==> config.mk <==
export PLATFORM = sky130hd
export DESIGN_NAME = vga_timing_gen_flat
export DESIGN_NICKNAME = d
export VERILOG_FILES = /design/src/rtl/vga_timing_gen_if.sv /design/src/rtl/vga_timing_gen.sv /design/src/flat_wrapper.sv
export SDC_FILE = /design/constraint.sdc
export NUM_CORES = 1
export LEC_CHECK = 0
export ABC_AREA = 1
export CAP_MARGIN = 5
export CORE_MARGIN = 3
export CORE_UTILIZATION = 47
export CTS_BUF_LIST = sky130_fd_sc_hd__clkbuf_4 sky130_fd_sc_hd__clkbuf_8
export DETAILED_ROUTE_END_ITERATION = 7
export GPL_TIMING_DRIVEN = 0
export MAX_ROUTING_LAYER = met4
export PLACE_DENSITY = 0.78
export SYNTH_ARGS = -nofsm -noshare
export SYNTH_HDL_FRONTEND = slang
export SYNTH_SLANG_ARGS = --single-unit
==> constraint.sdc <==
create_clock -name vga_clk -period 1.29 [get_ports vga_clk]
set_clock_uncertainty 0.1 [all_clocks]
set_input_delay 0.258 -clock vga_clk [delete_from_list [all_inputs] [get_ports vga_clk]]
set_output_delay 0.258 -clock vga_clk [all_outputs]
set_load 0.05 [all_outputs]
==> src/rtl/vga_timing_gen_if.sv <==
// Bundle of VGA timing outputs shared between the timing generator (master)
// and its consumers such as the pixel generator and DAC (slave).
interface vga_timing_gen_if;
  logic [9:0] hcount;
  logic [9:0] vcount;
  logic       active;
  logic       vga_hs;
  logic       vga_vs;
  logic       vga_blank_n;
  logic       vga_sync_n;
  logic       frame_start;
  logic       vblank_start;

  modport master (
    output hcount, vcount, active, vga_hs, vga_vs, vga_blank_n,
           vga_sync_n, frame_start, vblank_start
  );

  modport slave (
    input  hcount, vcount, active, vga_hs, vga_vs, vga_blank_n,
           vga_sync_n, frame_start, vblank_start
  );
endinterface

==> src/rtl/vga_timing_gen.sv <==
// VGA raster timing generator: free-running h/v counters, undelayed decodes,
// and sync/blank outputs delayed to line up with a PIPE_DELAY-deep pixel path.
module vga_timing_gen #(
  parameter int H_ACTIVE   = 640,
  parameter int H_FP       = 16,
  parameter int H_SYNC     = 96,
  parameter int H_BP       = 48,
  parameter int V_ACTIVE   = 480,
  parameter int V_FP       = 10,
  parameter int V_SYNC     = 2,
  parameter int V_BP       = 33,
  parameter int PIPE_DELAY = 1
) (
  input  logic             vga_clk,
  input  logic             reset,
  vga_timing_gen_if.master vga
);

  localparam int H_TOTAL = H_ACTIVE + H_FP + H_SYNC + H_BP;
  localparam int V_TOTAL = V_ACTIVE + V_FP + V_SYNC + V_BP;

  localparam logic [9:0] H_LAST   = 10'(H_TOTAL - 1);
  localparam logic [9:0] V_LAST   = 10'(V_TOTAL - 1);
  localparam logic [9:0] H_ACT    = 10'(H_ACTIVE);
  localparam logic [9:0] V_ACT    = 10'(V_ACTIVE);
  localparam logic [9:0] HS_BEGIN = 10'(H_ACTIVE + H_FP);
  localparam logic [9:0] HS_END   = 10'(H_ACTIVE + H_FP + H_SYNC);
  localparam logic [9:0] VS_BEGIN = 10'(V_ACTIVE + V_FP);
  localparam logic [9:0] VS_END   = 10'(V_ACTIVE + V_FP + V_SYNC);

  logic [9:0] hcnt_q, hcnt_d;
  logic [9:0] vcnt_q, vcnt_d;

  always_comb begin
    hcnt_d = hcnt_q + 10'd1;
    vcnt_d = vcnt_q;
    if (hcnt_q == H_LAST) begin
      hcnt_d = '0;
      vcnt_d = (vcnt_q == V_LAST) ? '0 : vcnt_q + 10'd1;
    end
  end

  always_ff @(posedge vga_clk) begin
    if (reset) begin
      hcnt_q <= '0;
      vcnt_q <= '0;
    end else begin
      hcnt_q <= hcnt_d;
      vcnt_q <= vcnt_d;
    end
  end

  logic active_raw;
  logic hs_raw;
  logic vs_raw;

  // vsync depends only on vcount, so it naturally changes only at hcount=0.
  assign active_raw = (hcnt_q < H_ACT) && (vcnt_q < V_ACT);
  assign hs_raw     = !((hcnt_q >= HS_BEGIN) && (hcnt_q < HS_END));
  assign vs_raw     = !((vcnt_q >= VS_BEGIN) && (vcnt_q < VS_END));

  assign vga.hcount       = hcnt_q;
  assign vga.vcount       = vcnt_q;
  assign vga.active       = active_raw;
  assign vga.vga_sync_n   = 1'b0;
  assign vga.frame_start  = (hcnt_q == '0) && (vcnt_q == '0);
  assign vga.vblank_start = (hcnt_q == '0) && (vcnt_q == V_ACT);

  if (PIPE_DELAY == 0) begin : g_nopipe
    assign vga.vga_hs      = hs_raw;
    assign vga.vga_vs      = vs_raw;
    assign vga.vga_blank_n = active_raw;
  end else begin : g_pipe
    logic [PIPE_DELAY-1:0] hs_q;
    logic [PIPE_DELAY-1:0] vs_q;
    logic [PIPE_DELAY-1:0] bn_q;

    always_ff @(posedge vga_clk) begin
      if (reset) begin
        hs_q <= '1;
        vs_q <= '1;
        bn_q <= '0;
      end else begin
        hs_q[0] <= hs_raw;
        vs_q[0] <= vs_raw;
        bn_q[0] <= active_raw;
        for (int unsigned i = 1; i < PIPE_DELAY; i++) begin
          hs_q[i] <= hs_q[i-1];
          vs_q[i] <= vs_q[i-1];
          bn_q[i] <= bn_q[i-1];
        end
      end
    end

    assign vga.vga_hs      = hs_q[PIPE_DELAY-1];
    assign vga.vga_vs      = vs_q[PIPE_DELAY-1];
    assign vga.vga_blank_n = bn_q[PIPE_DELAY-1];
  end

endmodule

==> src/flat_wrapper.sv <==
// flat-port wrapper written by rule: the top's interface ports become plain ports
module vga_timing_gen_flat 
#(
  parameter int H_ACTIVE   = 640,
  parameter int H_FP       = 16,
  parameter int H_SYNC     = 96,
  parameter int H_BP       = 48,
  parameter int V_ACTIVE   = 480,
  parameter int V_FP       = 10,
  parameter int V_SYNC     = 2,
  parameter int V_BP       = 33,
  parameter int PIPE_DELAY = 1
)
  (vga_clk, reset, vga_hcount, vga_vcount, vga_active, vga_vga_hs, vga_vga_vs, vga_vga_blank_n, vga_vga_sync_n, vga_frame_start, vga_vblank_start);
  vga_timing_gen_if vga_i ();
  input  logic vga_clk;
  input  logic reset;
  output wire logic [$bits(vga_i.hcount)-1:0] vga_hcount;
  output wire logic [$bits(vga_i.vcount)-1:0] vga_vcount;
  output wire logic [$bits(vga_i.active)-1:0] vga_active;
  output wire logic [$bits(vga_i.vga_hs)-1:0] vga_vga_hs;
  output wire logic [$bits(vga_i.vga_vs)-1:0] vga_vga_vs;
  output wire logic [$bits(vga_i.vga_blank_n)-1:0] vga_vga_blank_n;
  output wire logic [$bits(vga_i.vga_sync_n)-1:0] vga_vga_sync_n;
  output wire logic [$bits(vga_i.frame_start)-1:0] vga_frame_start;
  output wire logic [$bits(vga_i.vblank_start)-1:0] vga_vblank_start;
  assign vga_hcount = vga_i.hcount;
  assign vga_vcount = vga_i.vcount;
  assign vga_active = vga_i.active;
  assign vga_vga_hs = vga_i.vga_hs;
  assign vga_vga_vs = vga_i.vga_vs;
  assign vga_vga_blank_n = vga_i.vga_blank_n;
  assign vga_vga_sync_n = vga_i.vga_sync_n;
  assign vga_frame_start = vga_i.frame_start;
  assign vga_vblank_start = vga_i.vblank_start;
  vga_timing_gen #(.H_ACTIVE(H_ACTIVE), .H_FP(H_FP), .H_SYNC(H_SYNC), .H_BP(H_BP), .V_ACTIVE(V_ACTIVE), .V_FP(V_FP), .V_SYNC(V_SYNC), .V_BP(V_BP), .PIPE_DELAY(PIPE_DELAY)) u_core (.vga_clk(vga_clk), .reset(reset), .vga(vga_i));
endmodule
==> qor.csv <==
metric,value,unit
share of the synthesized area in the top cell type,35.62,%
leak pwr,0.9280,nW
number of synthesized register bits,23,
M1 WL,1726,µm
clock transition at the registers of the reported paths,130,ps
failing checks,setup timing,
most frequent CP cell,nor3_4,
initial antenna violation count,0,
WS Path Type,reg -> out,
layout cells sized above 1,51.26,%
# nets final,245,
reg-to-reg endpoint,u_core.vga.vcount[8],
hold path depth,2,
die height,58.44,µm
crit path cell chain,inv_4 -> ha_4 -> nand3_4 -> nor3_4 -> nand2_2 -> nor3_4 -> buf_6,
post-route cell area,0.002155,mm²
synth warn,0,
initial core utilization,50.79,%
Max Freq,516.8,MHz
"reg-to-reg slack, setup",-340,ps
CP Capture Type,output pin,
Crit path max-delay family,simple AND/OR/NAND/NOR gates,
Avg Vias per Cell,5.780,
worst endpoint data arrival time,1580,ps
via count,1549,
Tcrit/Tclk final,150.0,%
worst hold start,reset,
CP Max Fanout,2,
"Min Clock Period, post-route",1935,ps
count of cell types in the netlist,24,
met3 wire len,384,µm
WL per Instance,17.39,µm
Mean Syn Cell Area,6.949,µm²
grt ovf,0,
clock sink count,23,
Buf/Inv on CP,2,
pwr/cell area,592.4,mW/mm²
highest metal used,met4,
Final Max Tran Viols,0,
"area leader, netlist",dfxtp_1,
first-pass GRT wire length,6679,µm
Top Ports,29,
Routed Antenna Nets,0,
antenna cells,0,
DRT iter0 DRCs,71,
"top cells by area, synth","dfxtp_1, nand2_1, nor2_1",
Area Overhead vs Synth,66.70,%
worst min path class,in -> reg,
Final setup viols,25,
clk root buf,clkbuf_4,
Hold Path End,u_core.vga.vcount[5],
number of global-route vias before repair,1405,
IO Port Bufs,27,
Pre-antenna DRT Iters,4,
instance area at placement,0.001739,mm²
Mapped Cells,186,
Mapped Area,0.001292,mm²
Routed WL,4660,µm
hold slack,248.1,ps
later-pin clock latency in the skew report,320,ps
hold buffer count at cts,0,
RR Startpoint,u_core.vga.vcount[1],
fillcell total,142,
Worst path slowest cell,dfxtp_4,
DRC,0,
post-route setup slack,-645.1,ps
"Data required, critical path",930,ps
largest net degree at the start of global routing,13,
H-tree levels,1,
RSZ-0062 raised after global routing,true,
R2R depth,10,
gp weighted congestion,0.8929,
Worst path max stage delay,380,ps
Core ar.,0.002545,mm²
Die Wd,58.44,µm
maximum clock path buffer count,2,
CTS buffer count,3,
Fin. Hold Viols,0,
Met2 Wirelength,2393,µm
Rows,18,
total die area,0.003415,mm²
max cap viols,0,
TritonCTS clock tree,built,
Worst VDD drop,0.5951,mV
sequential share of the synthesized area,35.62,%
Overall Global Routing Usage,25.93,%
hpwl dp,2380,µm
Worst setup SP type,register,
Syn Nets,192,
status,"complete, but fails checks",
==> through the flow <==
| step | utilization [%] | std cells | power (mW) | setup WS (ps) | TNS [ps] |
|---|---|---|---|---|---|
| after floorplan | - | 186 | 0.8440 | -474.2 | -2971 |
| final | 84.66 | 268 | 1.276 | -645.1 | -5879 |
| after CTS | 76.75 | 260 | 1.267 | -571.2 | -5045 |
| after detailed placement | 68.34 | 243 | 0.8915 | -958.7 | -13280 |
| after global routing | 84.66 | 268 | 1.325 | -709.1 | -7636 |
| after global placement | 68.34 | 243 | 0.8894 | -952.4 | -13010 |
==> how the worst max path moves through the flow <==
stage               cells after the start            startpoint  slack, ps              end
floorplan                               6  u_core.vga.vcount[1]       -470  vga_frame_start
global placement                        7  u_core.vga.vcount[1]       -950  vga_frame_start
detailed placement                      7  u_core.vga.vcount[1]       -960  vga_frame_start
CTS                                     7  u_core.vga.vcount[0]       -570  vga_frame_start
global route                            7  u_core.vga.vcount[1]       -710  vga_frame_start
finish                                  7  u_core.vga.vcount[1]       -650  vga_frame_start
==> cells in the mapped netlist <==
cell	number
nand3_4	1
nand2_1	42
nand4_1	12
conb_1	1
inv_1	29
o21bai_1	3
a21oi_1	4
nor3_1	2
nand2_4	1
nor2_4	1
ha_1	4
buf_6	1
nor2_1	30
nand3_1	16
buf_4	1
nor3_2	1
nand2_2	3
nor2_8	1
xor2_1	4
o21ai_4	1
nor3b_1	1
nor2_2	3
dfxtp_1	23
nor4_1	1
==> kinds of logic after synthesis <==
| logic type | count (synthesis) | share of synthesized area (%) |
|---|---|---|
| AND/OR/NAND/NOR | 115 | 43.08 |
| XOR/XNOR | 4 | 2.710 |
| adder cells (fa/ha/maj) | 4 | 3.872 |
| other | 1 | 0.2901 |
| AO/OA/AOI/OAI | 8 | 4.550 |
| flip-flops | 23 | 35.62 |
| buffers and inverters | 31 | 9.874 |
==> state kept, by name (all words and copies together), names as in the netlist <==
signal                  flops
u_core.vga.hcount          10
u_core.vga.vcount          10
u_core.vga.vga_blank_n      1
u_core.vga.vga_hs           1
u_core.vga.vga_vs           1
==> timing repair <==
item / 4_1_cts / 5_1_grt
setup endpoints to repair: 45 / 41
gates cloned: 1 / 0
hold endpoints to repair: 0 / 0
setup buffers: 12 / 10
resized for setup: 189 / 45
pin swaps: 11 / 12
==> where the power goes <==
| group | internal [mW] | total (mW) | switching, mW |
|---|---|---|---|
| clock network | 0.142 | 0.370 | 0.228 |
| logic | 0.0778 | 0.209 | 0.132 |
| registers | 0.683 | 0.697 | 0.0137 |
==> layer usage <==
| metal | vias up | global-route usage [%] |
|---|---|---|
| met2 | 97 | 45.14 |
| met5 | - | - |
| met4 | 0 | 7.285 |
| met1 | 726 | 30.68 |
| li1 | 702 | - |
| met3 | 24 | 4.167 |
==> layout by cell type (no fill, tap or decap), drive strengths merged <==
cell          Yosys  final
a21oi             4      4
buf               2     46
clkbuf            0      6
clkinvlp          0      1
conb              1      1
dfxtp            23     23
dlymetal6s2s      0      1
ha                4      4
inv              29     28
nand2            46     47
nand3            17     17
nand4            12     12
nor2             35     35
nor3              3      3
nor3b             1      1
nor4              1      1
o21ai             1      1
o21bai            3      3
xor2              4      4
==> cell type report <==
type                    instances  area (µm²)  area share, %
flip-flops and latches         23       535.5          24.85
plain buffers                   2       18.77         0.8711
inverters                      29       120.1          5.575
multi-input cells             133       932.1          43.26
repair buffers                 47       480.5          22.30
well taps                      30       37.54          1.742
clock buffers                   4       30.03          1.394
Note: power is estimated with default switching activity, not from simulation.
